==> src/rtl/disp_arb.sv <==
// Round-robin arbiter sharing one 4-digit hex display among NREQ requesters with a minimum hold time.
// Optional macro DISP_ARB_PRIO0_EN: requester 0 may preempt the current owner before hold expiry.
module disp_arb #(
    parameter int NREQ = 4,
    parameter int HOLD = 1000000
) (
    input  logic                 clk,
    input  logic                 rst,
    input  logic [NREQ-1:0]      req,
    input  logic [16*NREQ-1:0]   data_in,
    output logic [NREQ-1:0]      grant,
    output logic [15:0]          data_out,
    output logic                 switch
);

    localparam int          IW      = (NREQ > 1) ? $clog2(NREQ) : 1;
    localparam int          CW      = $clog2(HOLD);
    localparam int unsigned NREQ_U  = NREQ;
    localparam logic [CW-1:0] CNT_MAX = CW'(HOLD - 1);

    typedef enum logic {S_IDLE, S_OWN} state_t;

    state_t          state_q, state_d;
    logic [IW-1:0]   owner_q, owner_d;
    logic [CW-1:0]   cnt_q, cnt_d;
    logic [15:0]     data_q, data_d;
    logic            switch_q, switch_d;

    logic            rr_found;
    logic [IW-1:0]   rr_pick;
    logic [IW-1:0]   rr_idx;
    int unsigned     idx;

    // Search starts just after the last owner; the last owner itself is visited last.
    always_comb begin
        rr_found = 1'b0;
        rr_pick  = owner_q;
        rr_idx   = '0;
        idx      = 0;
        for (int unsigned i = 1; i <= NREQ_U; i++) begin
            idx    = (32'(owner_q) + i) % NREQ_U;
            rr_idx = IW'(idx);
            if (!rr_found && req[rr_idx]) begin
                rr_found = 1'b1;
                rr_pick  = rr_idx;
            end
        end
    end

    always_comb begin
        state_d  = state_q;
        owner_d  = owner_q;
        cnt_d    = cnt_q;
        data_d   = data_q;
        switch_d = 1'b0;
        case (state_q)
            S_IDLE: begin
                if (rr_found) begin
                    state_d  = S_OWN;
                    owner_d  = rr_pick;
`ifdef DISP_ARB_PRIO0_EN
                    if (req[0]) owner_d = '0;
`endif
                    cnt_d    = '0;
                    switch_d = 1'b1;
                end
            end
            S_OWN: begin
                if (req[owner_q]) data_d = data_in[32'(owner_q)*16 +: 16];
`ifdef DISP_ARB_PRIO0_EN
                // Preemption waits one cycle after a handover so switch never pulses twice in a row.
                if (req[0] && owner_q != '0 && !switch_q) begin
                    owner_d  = '0;
                    cnt_d    = '0;
                    switch_d = 1'b1;
                end else
`endif
                if (cnt_q != CNT_MAX) begin
                    cnt_d = cnt_q + 1'b1;
                end else if (!rr_found) begin
                    state_d = S_IDLE;
                end else if (rr_pick != owner_q) begin
                    owner_d  = rr_pick;
                    cnt_d    = '0;
                    switch_d = 1'b1;
                end
            end
            default: state_d = S_IDLE;
        endcase
    end

    always_ff @(posedge clk) begin
        if (rst) begin
            state_q  <= S_IDLE;
            owner_q  <= IW'(NREQ - 1);
            cnt_q    <= '0;
            data_q   <= '0;
            switch_q <= 1'b0;
        end else begin
            state_q  <= state_d;
            owner_q  <= owner_d;
            cnt_q    <= cnt_d;
            data_q   <= data_d;
            switch_q <= switch_d;
        end
    end

    always_comb begin
        grant = '0;
        if (state_q == S_OWN) grant[owner_q] = 1'b1;
    end

    assign data_out = data_q;
    assign switch   = switch_q;

endmodule
==> config.mk <==
export PLATFORM = sky130hd
export DESIGN_NAME = disp_arb
export DESIGN_NICKNAME = d
export VERILOG_FILES = /design/src/rtl/disp_arb.sv
export SDC_FILE = /design/constraint.sdc
export NUM_CORES = 1
export LEC_CHECK = 0
export ABC_AREA = 0
export CORE_ASPECT_RATIO = 1.5
export CORE_MARGIN = 4
export CORE_UTILIZATION = 48
export CTS_CLUSTER_DIAMETER = 200
export DETAILED_ROUTE_END_ITERATION = 16
export HOLD_SLACK_MARGIN = 0.05
export PLACE_DENSITY = 0.91
export SLEW_MARGIN = 20
export SYNTH_ARGS = -nofsm -noshare
export SYNTH_HDL_FRONTEND = slang
export SYNTH_SLANG_ARGS = --single-unit
==> constraint.sdc <==
create_clock -name clk -period 7.1 [get_ports clk]
set_input_delay 1.065 -clock clk [delete_from_list [all_inputs] [get_ports clk]]
set_output_delay 1.065 -clock clk [all_outputs]
set_load 0.02 [all_outputs]
# Yosys cells after proc, flatten, opt, wreduce, memory -nomap -nowiden

Cells that the tools add are included.

Add/sub/neg operators: 5
$mul: 0
Divide/modulo/power cells: 0
Order comparisons: 6
Equal/unequal tests: 8
Shift-type cells: 1
Muxes and demuxes: 38
Bitwise operators: 1
Reductions and logical operators: 10

Operator list:

| operator                                                          | number |
|---|---|
| 2-to-1 mux 20 bit                                                 | 4 |
| variable part select 64 x 7 -> 16 bit                             | 1 |
| one-hot mux 20 bit (2 select lines)                               | 1 |
| adder 20 x 1 -> 20 bit, second input constant                     | 1 |
| != test 20 bit, second input constant                             | 1 |
| 2-to-1 mux 2 bit                                                  | 8 |
| less-than comparator 2 x 3 -> 1 bit, second input constant        | 5 |
| 2-to-1 mux 1 bit                                                  | 15 |
| binary-select mux 1 bit (select 2 bit)                            | 5 |
| != test 3 x 1 -> 1 bit, second input constant                     | 2 |
| adder 2 x 1 -> 2 bit, second input constant                       | 2 |
| adder 2 bit, second input constant                                | 2 |
| logical AND 1 bit                                                 | 4 |
| 2-to-1 mux 4 bit                                                  | 1 |
| != test 2 x 1 -> 1 bit, second input constant                     | 2 |
| != test 2 bit, second input constant                              | 2 |
| one-hot mux 1 bit (2 select lines)                                | 2 |
| one-hot mux 2 bit (2 select lines)                                | 1 |
| AND reduction 4 bit                                               | 1 |
| zero test 1 bit                                                   | 3 |
| AND reduction 3 bit                                               | 1 |
| demux 1 bit (select 2 bit)                                        | 1 |
| greater-or-equal comparator 2 x 1 -> 1 bit, second input constant | 1 |
| != test 2 bit                                                     | 1 |
| 2 further kinds                                                   | 2 |

Register bits after elaboration: 40
Bits in latches: 0
Bits in writable memories: 0
Memory bits (read-only): 0
Word-level logic and storage cells: 74
Memories kept: 0

# Logic depth before layout (Yosys ltp)

Gate-level depths: netlist (run 1).

Depth after elaboration: 18
Depth in mapped cells: 14
Gate-level depth less buffers: 8

# Least setup slack after synthesis (run 1)

OpenSTA, ideal clock, no wires.

Path kind: flip-flop to flip-flop
Start point: reg owner_q[1]
End point: reg cnt_q[1]
Data arrival time: 2870 ps
Required time: 6983 ps
Slack: 4113 ps
Stages on the path, launching flop included: 15
Buffers on the path: 6
Period minus slack after synthesis: 2987 ps
Path through: dfxtp_1 buf_2 clkbuf_1 inv_1 ha_1 buf_2 nand2b_1 o2111ai_1 o32ai_2 and3_4 buf_6 buf_6 buf_2 mux2i_1 nor2_1

Longest elaborated chain between the ends: 16
Elaborated cells on any way between the ends: 31
Those cells by class: 4 x add/sub; 4 x eq/ne; 16 x mux; 7 x reduce/logical

RTL lines:

| item                                    | RTL line | RTL |
|---|---|---|
| start, declared                         | 24       | `logic [IW-1:0] owner_q, owner_d;` |
| start signal, assigned                  | 95       | `owner_q <= IW'(NREQ - 1);` |
| start signal, assigned                  | 101      | `owner_q <= owner_d;` |
| adder 2 x 1 -> 2 bit                    | 41       | `idx = (32'(owner_q) + i) % NREQ_U;` |
| binary-select mux 1 bit (select 2 bit)  | 43       | `if (!rr_found && req[rr_idx]) begin` |
| 2-to-1 mux 1 bit (implied by the code)  | 43       |  |
| 2-to-1 mux 1 bit                        | 43       |  |
| zero test 1 bit                         | 43       |  |
| logical AND 1 bit                       | 43       |  |
| 2-to-1 mux 1 bit                        | 43       |  |
| zero test 1 bit                         | 43       |  |
| logical AND 1 bit                       | 43       |  |
| 2-to-1 mux 1 bit                        | 43       |  |
| zero test 1 bit                         | 43       |  |
| logical AND 1 bit                       | 43       |  |
| 2-to-1 mux 2 bit                        | 43       |  |
| != test 2 bit                           | 82       | `end else if (rr_pick != owner_q) begin` |
| != test 3 x 1 -> 1 bit (no source line) | -        |  |
| AND reduction 3 bit (no source line) *  | -        |  |
| end signal, assigned                    | 102      | `cnt_q <= cnt_d;` |
| end, declared                           | 25       | `logic [CW-1:0] cnt_q, cnt_d;` |

Every way passes the cells marked *; elsewhere a longest branch is shown, timed or not. The select of a mux whose other input is x is not followed.
A chain may end at the register's enable or synchronous reset.

# Worst setup path in the final report (run 1)

Start point: reg owner_q[0]
End point: out grant[2]

Longest elaborated chain between the ends: 5
Elaborated cells on any way between the ends: 6
Those cells by class: 2 x order compare; 3 x mux; 1 x reduce/logical

RTL lines:

| item                                                                                                                           | RTL line | RTL |
|---|---|---|
| less-than comparator 2 x 3 -> 1 bit (implied by the code) / greater-or-equal comparator 2 x 1 -> 1 bit (equally long branches) | 110      | `if (state_q == S_OWN) grant[owner_q] = 1'b1;` |
| logical AND 1 bit (implied by the code)                                                                                        | 110      |  |
| 2-to-1 mux 1 bit (implied by the code)                                                                                         | 110      |  |
| demux 1 bit (select 2 bit) *                                                                                                   | 110      |  |
| 2-to-1 mux 4 bit *                                                                                                             | 110      |  |
| end, declared                                                                                                                  | 11       | `output logic [NREQ-1:0] grant,` |

Every way passes the cells marked *; elsewhere a longest branch is shown, timed or not.

==> flow_summary.toml, run 1 <==
[status]
outcome = "complete, no violations"

[final_layout]
areaGrowthSynthToFinish_pct = 42.2
design_area_mm2 = 0.00345
drive_above_1_share_pct = 9.83
fin_nets = 431
diodes = 0
nFillCells = 346

[pwr]
p_per_area_mw_per_mm2 = 289
max-vdd-ir-drop_mv = 0.199
p_leak_nw = 1.21

[drt]
routedWlPerCell_um = 16.1
dr.pass1.iters = 5
finalWirelength_um = 6810
vias_per_cell = 5.89
met1_length_um = 2250
wl_met3_um = 458
drc = 0
detail-route-antenna-nets = 0
top_layer_used = "met4"
vias = 2487
drt-initial-drc-count = 175
route.met2.wl_um = 3900

[cts]
cts.sinks = 40
clk_latency_ns = 0.29
post_cts_buffers = 0
path_clk_slew_ns = 0.07
cts_inserted_buffers = 5
cts_tree = "done"
cts_resized = 0
cts_hold_buf = 0
cts_max_path_buffers = 2
htreeDepth = 2
cts_root_buf = "clkbuf_8"

[timing]
fin_crit_sh_pct = 45.3
hold_violations = 0
worstMarginPinSlew_ns = 0.861
setup_viol = 0
slew_headroom_pct = 42.4
tns_ns = 0
max_freq_mhz = 311
slew_violations = 0
clock_skew_ns = 0.00548
timing.final.crit_period_ns = 3.22
worst_slack_ns = 3.88
rsz0062_at_grt = "no"

[synth]
yosys.area_share.simple_pct = 23.1
yosysSeqAreaShare_pct = 33.0
synth_xor_area_share_pct = 0.721
ys_warn_count = 0
yosys-top-cells-count = "nand2_1 (48), dfxtp_1 (40), a21oi_1 (39)"
syn_area_per_cell_um2 = 8.80
ys_types = 42
synth_most_common_cell = "nand2_1"
synthTopCellsByArea = "dfxtp_1 (33%), mux4_2 (16%), a21oi_1 (8.0%), nand2_1 (7.4%), or4_1 (2.8%)"
synth_nets = 351
synth-compound-area-share_pct = 17.4
synth_top_area_cell = "dfxtp_1"
synth_top_area_share_pct = 33.0
yosys_register_bits = 40
synth_fa_ha_area_share_pct = 2.58
synth_edf_count = 0
synth.mux.area_fraction_pct = 17.5
synth_top_family_by_area = "simple AND/OR/NAND/NOR gates"
synth_cells = 276
ys.flop_type = "dfxtp_1"
async_reset_ff_share_pct = 0
syn_area_mm2 = 0.00243

[floorplan]
die_area_mm2 = 0.00628
fp.dieH_um = 95.1
start_util_pct = 50.1
die_w_um = 66.1
io_pins = 91
rows = 31
coreArea_mm2 = 0.00485

[global_route]
grt_remaining_overflow = 0
grt_max_degree = 34
grt_pass1_vias = 2434
antenna_found_initial = 0
grtUsageTotal_pct = 22.1
grt_pass1_wl_um = 10800

[setup_path]
crit_type = "reg -> out"
worstPathMaxFanout = 29
start_kind = "flop"
setup.worst_path.end_class = "output port"
crit_required_ns = 6.03
critPathArrivalTime_ns = 2.15

[place]
pre_cts_slack_ns = 3.61
place_congestion = 0.819
placed_area_mm2 = 0.00332
place_hpwl_um = 5130
io_buffers = 90

[min_path]
hold_class = "reg -> reg"

[job]
cap_violations = 0
-- kinds of logic after synthesis --
kind of cell             Yosys count
AO/OA/AOI/OAI                     69
flip-flops                        40
adder cells (fa/ha/maj)            5
buffers and inverters             29
AND/OR/NAND/NOR                  110
multiplexers                      21
XOR/XNOR                           2
-- critical path, cell delays in order, from the launching register on --
cell and delay (ns):
dfxtp_1 0.32, buf_4 0.38, inv_1 0.22, ha_1 0.25, and2_1 0.13, clkdlybuf4s50_1 0.53
-- registers in the layout, indices dropped and copies added (netlist names) --
name      flops
cnt_q        20
data_out     16
owner_q       2
state_q       1
switch        1
-- area by class of cell --
type,instances,area (um^2),area share [%]
repair buffers,91,908,26.3
well taps,66,82.6,2.39
clock inverters,2,60.1,1.74
inverters,11,41.3,1.20
multi-input cells,207,1490,43.2
flip-flops and latches,40,802,23.2
clock buffers,5,68.8,1.99
-- report_power, final --
group          switching, mW  leakage [nW]  internal (mW)
Combinational          0.243         0.819          0.246
Clock                 0.0794        0.0642          0.138
Sequential            0.0379         0.325          0.254
Total                  0.361          1.21          0.639
-- metal layers --
| metal | vias to the layer above | track usage (%) |
|---|---|---|
| li1 | 1182 | - |
| met1 | 1176 | 22.3 |
| met2 | 109 | 42.6 |
| met3 | 20 | 5.42 |
| met4 | 0 | 8.14 |
| met5 | - | 0 |
-- worst paths after layout --
check | end | cells past startpoint | slack, ns | start
max | grant[2] | 5 | 3.88 | owner_q[0]
min | data_out[2] | 2 | 0.46 | data_out[2]
max reg2reg | owner_q[0] | 9 | 3.97 | owner_q[0]
min reg2reg | data_out[2] | 2 | 0.46 | data_out[2]
-- layout by cell type, fill, tap and decap left out, drive strengths merged, types with 2 or more instances in the layout --
cell type and n:
clkdlybuf4s50 90, nand2 48, dfxtp 40, a21oi 39, mux4 17, nor2 12, inv 11, or4 9
o21ai 9, o31ai 8, or3 8, and2 7, nand4 6, nand3 5, ha 5, clkbuf 5
nand2b 4, mux2i 3, nor3 3, and3 3, o211ai 2, a31oi 2, xnor2 2, bufinv 2
o32ai 2, and4 2
-- through the flow --
stage	utilization (%)	power, mW	std cells	hold WS, ns
final	71.2	0.999	422	0.461
after global routing	71.2	1.06	422	0.478
after CTS	71.1	1.00	422	0.462
after detailed placement	68.5	0.787	415	0.451
after global placement	68.5	0.771	415	0.441
after floorplan	-	0.641	276	0.452
Power figures use the tool's default switching activity.
==> run 2: changes to the inputs <==
--- a/config.mk
+++ b/config.mk
@@ -8,11 +8,11 @@
 export ABC_AREA = 0
 export CORE_ASPECT_RATIO = 1.5
 export CORE_MARGIN = 4
-export CORE_UTILIZATION = 48
+export CORE_UTILIZATION = 40
 export CTS_CLUSTER_DIAMETER = 200
 export DETAILED_ROUTE_END_ITERATION = 16
 export HOLD_SLACK_MARGIN = 0.05
-export PLACE_DENSITY = 0.91
+export PLACE_DENSITY = 0.81
 export SLEW_MARGIN = 20
 export SYNTH_ARGS = -nofsm -noshare
 export SYNTH_HDL_FRONTEND = slang
==> constraint.sdc (replaced) <==
create_clock -name clk -period 2.8 [get_ports clk]
set_input_delay 0.42 -clock clk [delete_from_list [all_inputs] [get_ports clk]]
set_output_delay 0.42 -clock clk [all_outputs]
set_load 0.02 [all_outputs]
==> run 2 against run 1 <==
- core utilization is 12 points lower
- first-iteration DRC count is 4.6% lower
- worst hold slack worse by 0.0038 ns
- global-route usage is 5.4 points lower
- non-clock buffer count is 3 higher
- cell area is 0.47% higher
- wire length is 8.4% lower
- count of clock-buffer cells in the layout is 1 higher
- power is 150% higher
- die area is 18% higher
- cell count is 2.4% higher
- clock skew is 0.0028 ns lower
- critical path type is now reg -> reg
- critical endpoint is now owner_q[0]
- largest power group unchanged
==> flow_summary.toml, run 2 (same netlist as run 1, synthesis figures left out) <==
[status]
outcome = "complete, no violations"

[cts]
htreeDepth = 2
cts_root_buf = "clkbuf_8"
clk_latency_ns = 0.29
path_clk_slew_ns = 0.08
cts_tree = "done"
cts.sinks = 40
cts_inserted_buffers = 5
cts_max_path_buffers = 2
cts_hold_buf = 0
post_cts_buffers = 0
cts_resized = 0

[setup_path]
setup.worst_path.end_class = "flop"
crit_chain = "inv_1 > ha_1 > nand2b_1 > o2111ai_1 > o32ai_4 > o21a_1 > nor3_1 > or3b_2"
reg2reg_to = "owner_q[0]"
worstPathMaxFanout = 7
r2r_cells = 8
max_stage_delay_ns = 0.45
critPathArrivalTime_ns = 2.69
crit_required_ns = 2.97
r2r_start = "owner_q[0]"
start_kind = "flop"
rrSetupSlack_ns = 0.28
crit_type = "reg -> reg"
crit_slowest_cell = "or3b_2"

[global_route]
grt_pass1_vias = 2356
grt_pass1_wl_um = 9920
grt_remaining_overflow = 0
grt_max_degree = 34
grtUsageTotal_pct = 16.6
antenna_found_initial = 0

[place]
pre_cts_slack_ns = 0.196
place_hpwl_um = 4910
io_buffers = 90
place_congestion = 0.802

[drt]
dr.pass1.iters = 4
finalWirelength_um = 6230
routedWlPerCell_um = 14.4
drt-initial-drc-count = 167
vias_per_cell = 5.51
vias = 2380
detail-route-antenna-nets = 0
drc = 0

[floorplan]
fp.dieH_um = 103
rows = 34
die_w_um = 71.6
die_area_mm2 = 0.00741
coreArea_mm2 = 0.00587
start_util_pct = 41.4
io_pins = 91

[pwr]
p_leak_nw = 1.21
max-vdd-ir-drop_mv = 0.469
p_per_area_mw_per_mm2 = 710

[timing]
slew_violations = 0
worst_slack_ns = 0.285
tns_ns = 0
rsz0062_at_grt = "no"
whs_ns = 0.457
hold_violations = 0
timing.final.crit_period_ns = 2.52
worstMarginPinSlew_ns = 1.03
clock_skew_ns = 0.00265
fin_crit_sh_pct = 89.8
max_freq_mhz = 398
setup_viol = 0
slew_headroom_pct = 31.3

[min_path]
hold_class = "reg -> reg"
worstHoldEndpoint = "data_out[7]"
hold_start = "data_out[7]"
min_path_cells = 2

[final_layout]
drive_above_1_share_pct = 10.0
largest-register = "cnt_q"
final_core_util_pct = 59.1
areaGrowthSynthToFinish_pct = 42.9
final_cell_mix = "clkdlybuf4s50_1 (90), nand2_1 (48), dfxtp_1 (40)"
fin_nets = 434
diodes = 0
largest_reg_flops = 20
nFillCells = 504
final_common_cell = "clkdlybuf4s50_1"

[job]
cap_violations = 0
==> run 2: worst max-delay path by stage <==
stage	startpoint	end	slack [ns]	depth (start not counted)
finish	owner_q[0]	owner_q[0]	0.28	8
floorplan	owner_q[1]	cnt_q[1]	0.03	13
global placement	req[2]	cnt_q[15]	0.27	7
detailed placement	req[2]	cnt_q[19]	0.20	7
CTS	owner_q[0]	owner_q[0]	0.30	8
global route	owner_q[0]	owner_q[0]	0.12	8
==> run 2: power by group <==
group	total [mW]	switching, mW	internal (mW)
clock	0.466	0.201	0.265
combinational	1.32	0.675	0.641
sequential	0.683	0.0391	0.643
==> run 2: cell type report <==
| cell class | count | area, um^2 | area share, % |
|---|---|---|---|
| flip-flops and latches | 40 | 801 | 23.1 |
| inverters | 11 | 41.3 | 1.19 |
| clock buffers | 6 | 72.6 | 2.09 |
| clock inverters | 2 | 35.0 | 1.01 |
| well taps | 72 | 90.1 | 2.60 |
| multi-input cells | 207 | 1500 | 43.2 |
| repair buffers | 94 | 931 | 26.8 |
==> run 2: metal layers <==
layer / routed length [um] / up-vias / GRT usage [%]
li1: - / 1185 / -
met1: 2230 / 1118 / 16.6
met2: 3570 / 71 / 32.6
met3: 380 / 6 / 4.74
met4: 52 / 0 / 5.21
met5: 0 / - / 0
==> run 2: critical path, delay by kind of cell, from the launching register on <==
family,cells,cell delay (ns)
adders and majority gates,1,0.41
DFF,1,0.33
and+or+nand+nor,3,0.69
AOI/OAI and AO/OA,3,0.86
buffers and inverters,1,0.10
==> run 2: metrics by stage <==
stage	instances	power, mW	instance area [um^2]
after floorplan	276	1.65	2440
after global placement	424	1.99	3360
after detailed placement	424	2.01	3360
after CTS	432	2.48	3470
after global routing	432	2.61	3470
final	432	2.46	3470
==> run 3: changes to the inputs <==
--- a/config.mk
+++ b/config.mk
@@ -6,7 +6,6 @@
 export NUM_CORES = 1
 export LEC_CHECK = 0
 export ABC_AREA = 0
-export CORE_ASPECT_RATIO = 1.5
 export CORE_MARGIN = 4
 export CORE_UTILIZATION = 40
 export CTS_CLUSTER_DIAMETER = 200
==> run 3 against run 2 <==
- worst hold slack got worse by 0.0024 ns
- clock skew increased by 0.0022 ns
- die area decreased by 0.34%
- critical path type unchanged
==> flow_summary.toml, run 3 (same netlist as run 1, synthesis figures left out) <==
[status]
outcome = "complete, no violations"

[final_layout]
final_cell_mix = "clkdlybuf4s50_1 (90), nand2_1 (48), dfxtp_1 (40)"
design_area_mm2 = 0.00346
areaGrowthSynthToFinish_pct = 42.6
drive_above_1_share_pct = 10.3
final_common_cell = "clkdlybuf4s50_1"
fin_nets = 434
regArea_um2 = 801
largest_reg_flops = 20
largest-register = "cnt_q"
diodes = 0
nFillCells = 500
multiInputGateArea_mm2 = 0.00150

[cts]
cts.sinks = 40
cts_root_buf = "clkbuf_8"
cts_tree = "done"
htreeDepth = 2
cts_hold_buf = 0
path_clk_slew_ns = 0.08
post_cts_buffers = 0
cts_inserted_buffers = 5
cts_max_path_buffers = 2
cts_resized = 0
clk_latency_ns = 0.30

[drt]
drc = 0
dr.pass1.iters = 4
detail-route-antenna-nets = 0
finalWirelength_um = 6030
routedWlPerCell_um = 13.9
route.met2.wl_um = 2950
vias = 2329
met1_length_um = 2520
drt-initial-drc-count = 88
top_layer_used = "met4"
vias_per_cell = 5.35
wl_met3_um = 522

[place]
place_congestion = 0.858
io_buffers = 90
placed_area_mm2 = 0.00337
pre_cts_slack_ns = 0.188
place_hpwl_um = 4660

[timing]
timing.final.crit_period_ns = 2.46
whs_ns = 0.455
clock_skew_ns = 0.00481
tns_ns = 0
worst_slack_ns = 0.342
worstMarginPinSlew_ns = 1.02
fin_crit_sh_pct = 87.8
rsz0062_at_grt = "no"
hold_violations = 0
slew_violations = 0
setup_viol = 0
slew_headroom_pct = 32.0
max_freq_mhz = 407

[pwr]
p_leak_nw = 1.20
p_int_mw = 1.48
clkPwrFrac_pct = 17.1
pwr-share-seq_pct = 28.5
netSwitchingFraction_pct = 38.0
max-vdd-ir-drop_mv = 0.512
p_total_mw = 2.40
p_per_area_mw_per_mm2 = 692
p_comb_share_pct = 54.4
p_switching_mw = 0.911

[setup_path]
start_kind = "flop"
setup.worst_path.end_class = "flop"
endpoint = "owner_q[0]"
critPathArrivalTime_ns = 2.64
r2r_start = "owner_q[0]"
crit_required_ns = 2.98
r2r_cells = 8
startpoint = "owner_q[0]"
rrSetupSlack_ns = 0.34
reg2reg_to = "owner_q[0]"
crit_type = "reg -> reg"
worstPathMaxFanout = 7

[global_route]
grt_max_degree = 34
grt_pass1_wl_um = 9620
grt_remaining_overflow = 0
grt_pass1_vias = 2173
grtUsageTotal_pct = 16.1
antenna_found_initial = 0

[floorplan]
coreArea_mm2 = 0.00592
start_util_pct = 41.0
die_w_um = 85.9
rows = 28
die_area_mm2 = 0.00738
io_pins = 91
fp.dieH_um = 85.9

[job]
cap_violations = 0

[min_path]
hold_start = "data_out[5]"
hold_class = "reg -> reg"
[run 3: cell count changes in the layout (fill, tap and decap cells not counted), sizes merged]
cell and delta:
bufinv -1, clkinv -1, clkinvlp +2
[run 3: critical path: stages, from the launching register on]
cell,delay (ns)
dfxtp_1,0.33
inv_1,0.10
ha_1,0.41
nand2b_1,0.17
o2111ai_1,0.22
o32ai_4,0.35
o21a_1,0.24
nor3_1,0.06
or3b_2,0.44
[run 3: worst min path at each step]
stage / end / slack (ns) / cells past startpoint
final: data_out[5] / 0.45 / 2
after global routing: data_out[2] / 0.48 / 2
after CTS: data_out[9] / 0.46 / 2
after detailed placement: data_out[9] / 0.45 / 2
after global placement: data_out[6] / 0.44 / 2
after floorplan: cnt_q[19] / 0.45 / 2
[run 3: power by group through the flow]
stage | Sequential, mW | Combinational, mW | Clock, mW
after global routing | 0.691 | 1.43 | 0.433
after CTS | 0.683 | 1.31 | 0.418
final | 0.682 | 1.30 | 0.409
after floorplan | 0.761 | 0.890 | 0
after global placement | 0.692 | 1.29 | 0
after detailed placement | 0.696 | 1.31 | 0
[run 3: through the flow]
stage / std cells / utilization (%)
global placement: 427 / 56.8
finish: 435 / 58.5
floorplan: 276 / -
CTS: 435 / 58.5
global route: 435 / 58.5
detailed placement: 427 / 56.8
[run 3: cell type report]
cell class / instances / area share [%]
multi-input cells: 207 / 43.3
repair buffers: 94 / 26.9
flip-flops and latches: 40 / 23.1
well taps: 75 / 2.71
clock buffers: 6 / 2.38
inverters: 11 / 1.19
clock inverters: 2 / 0.434
[run 3: routing by layer]
layer | up-vias | global-route usage (%)
li1 | 1186 | -
met1 | 1060 | 19.2
met2 | 78 | 27.9
met3 | 5 | 5.19
met4 | 0 | 4.32
met5 | - | 0
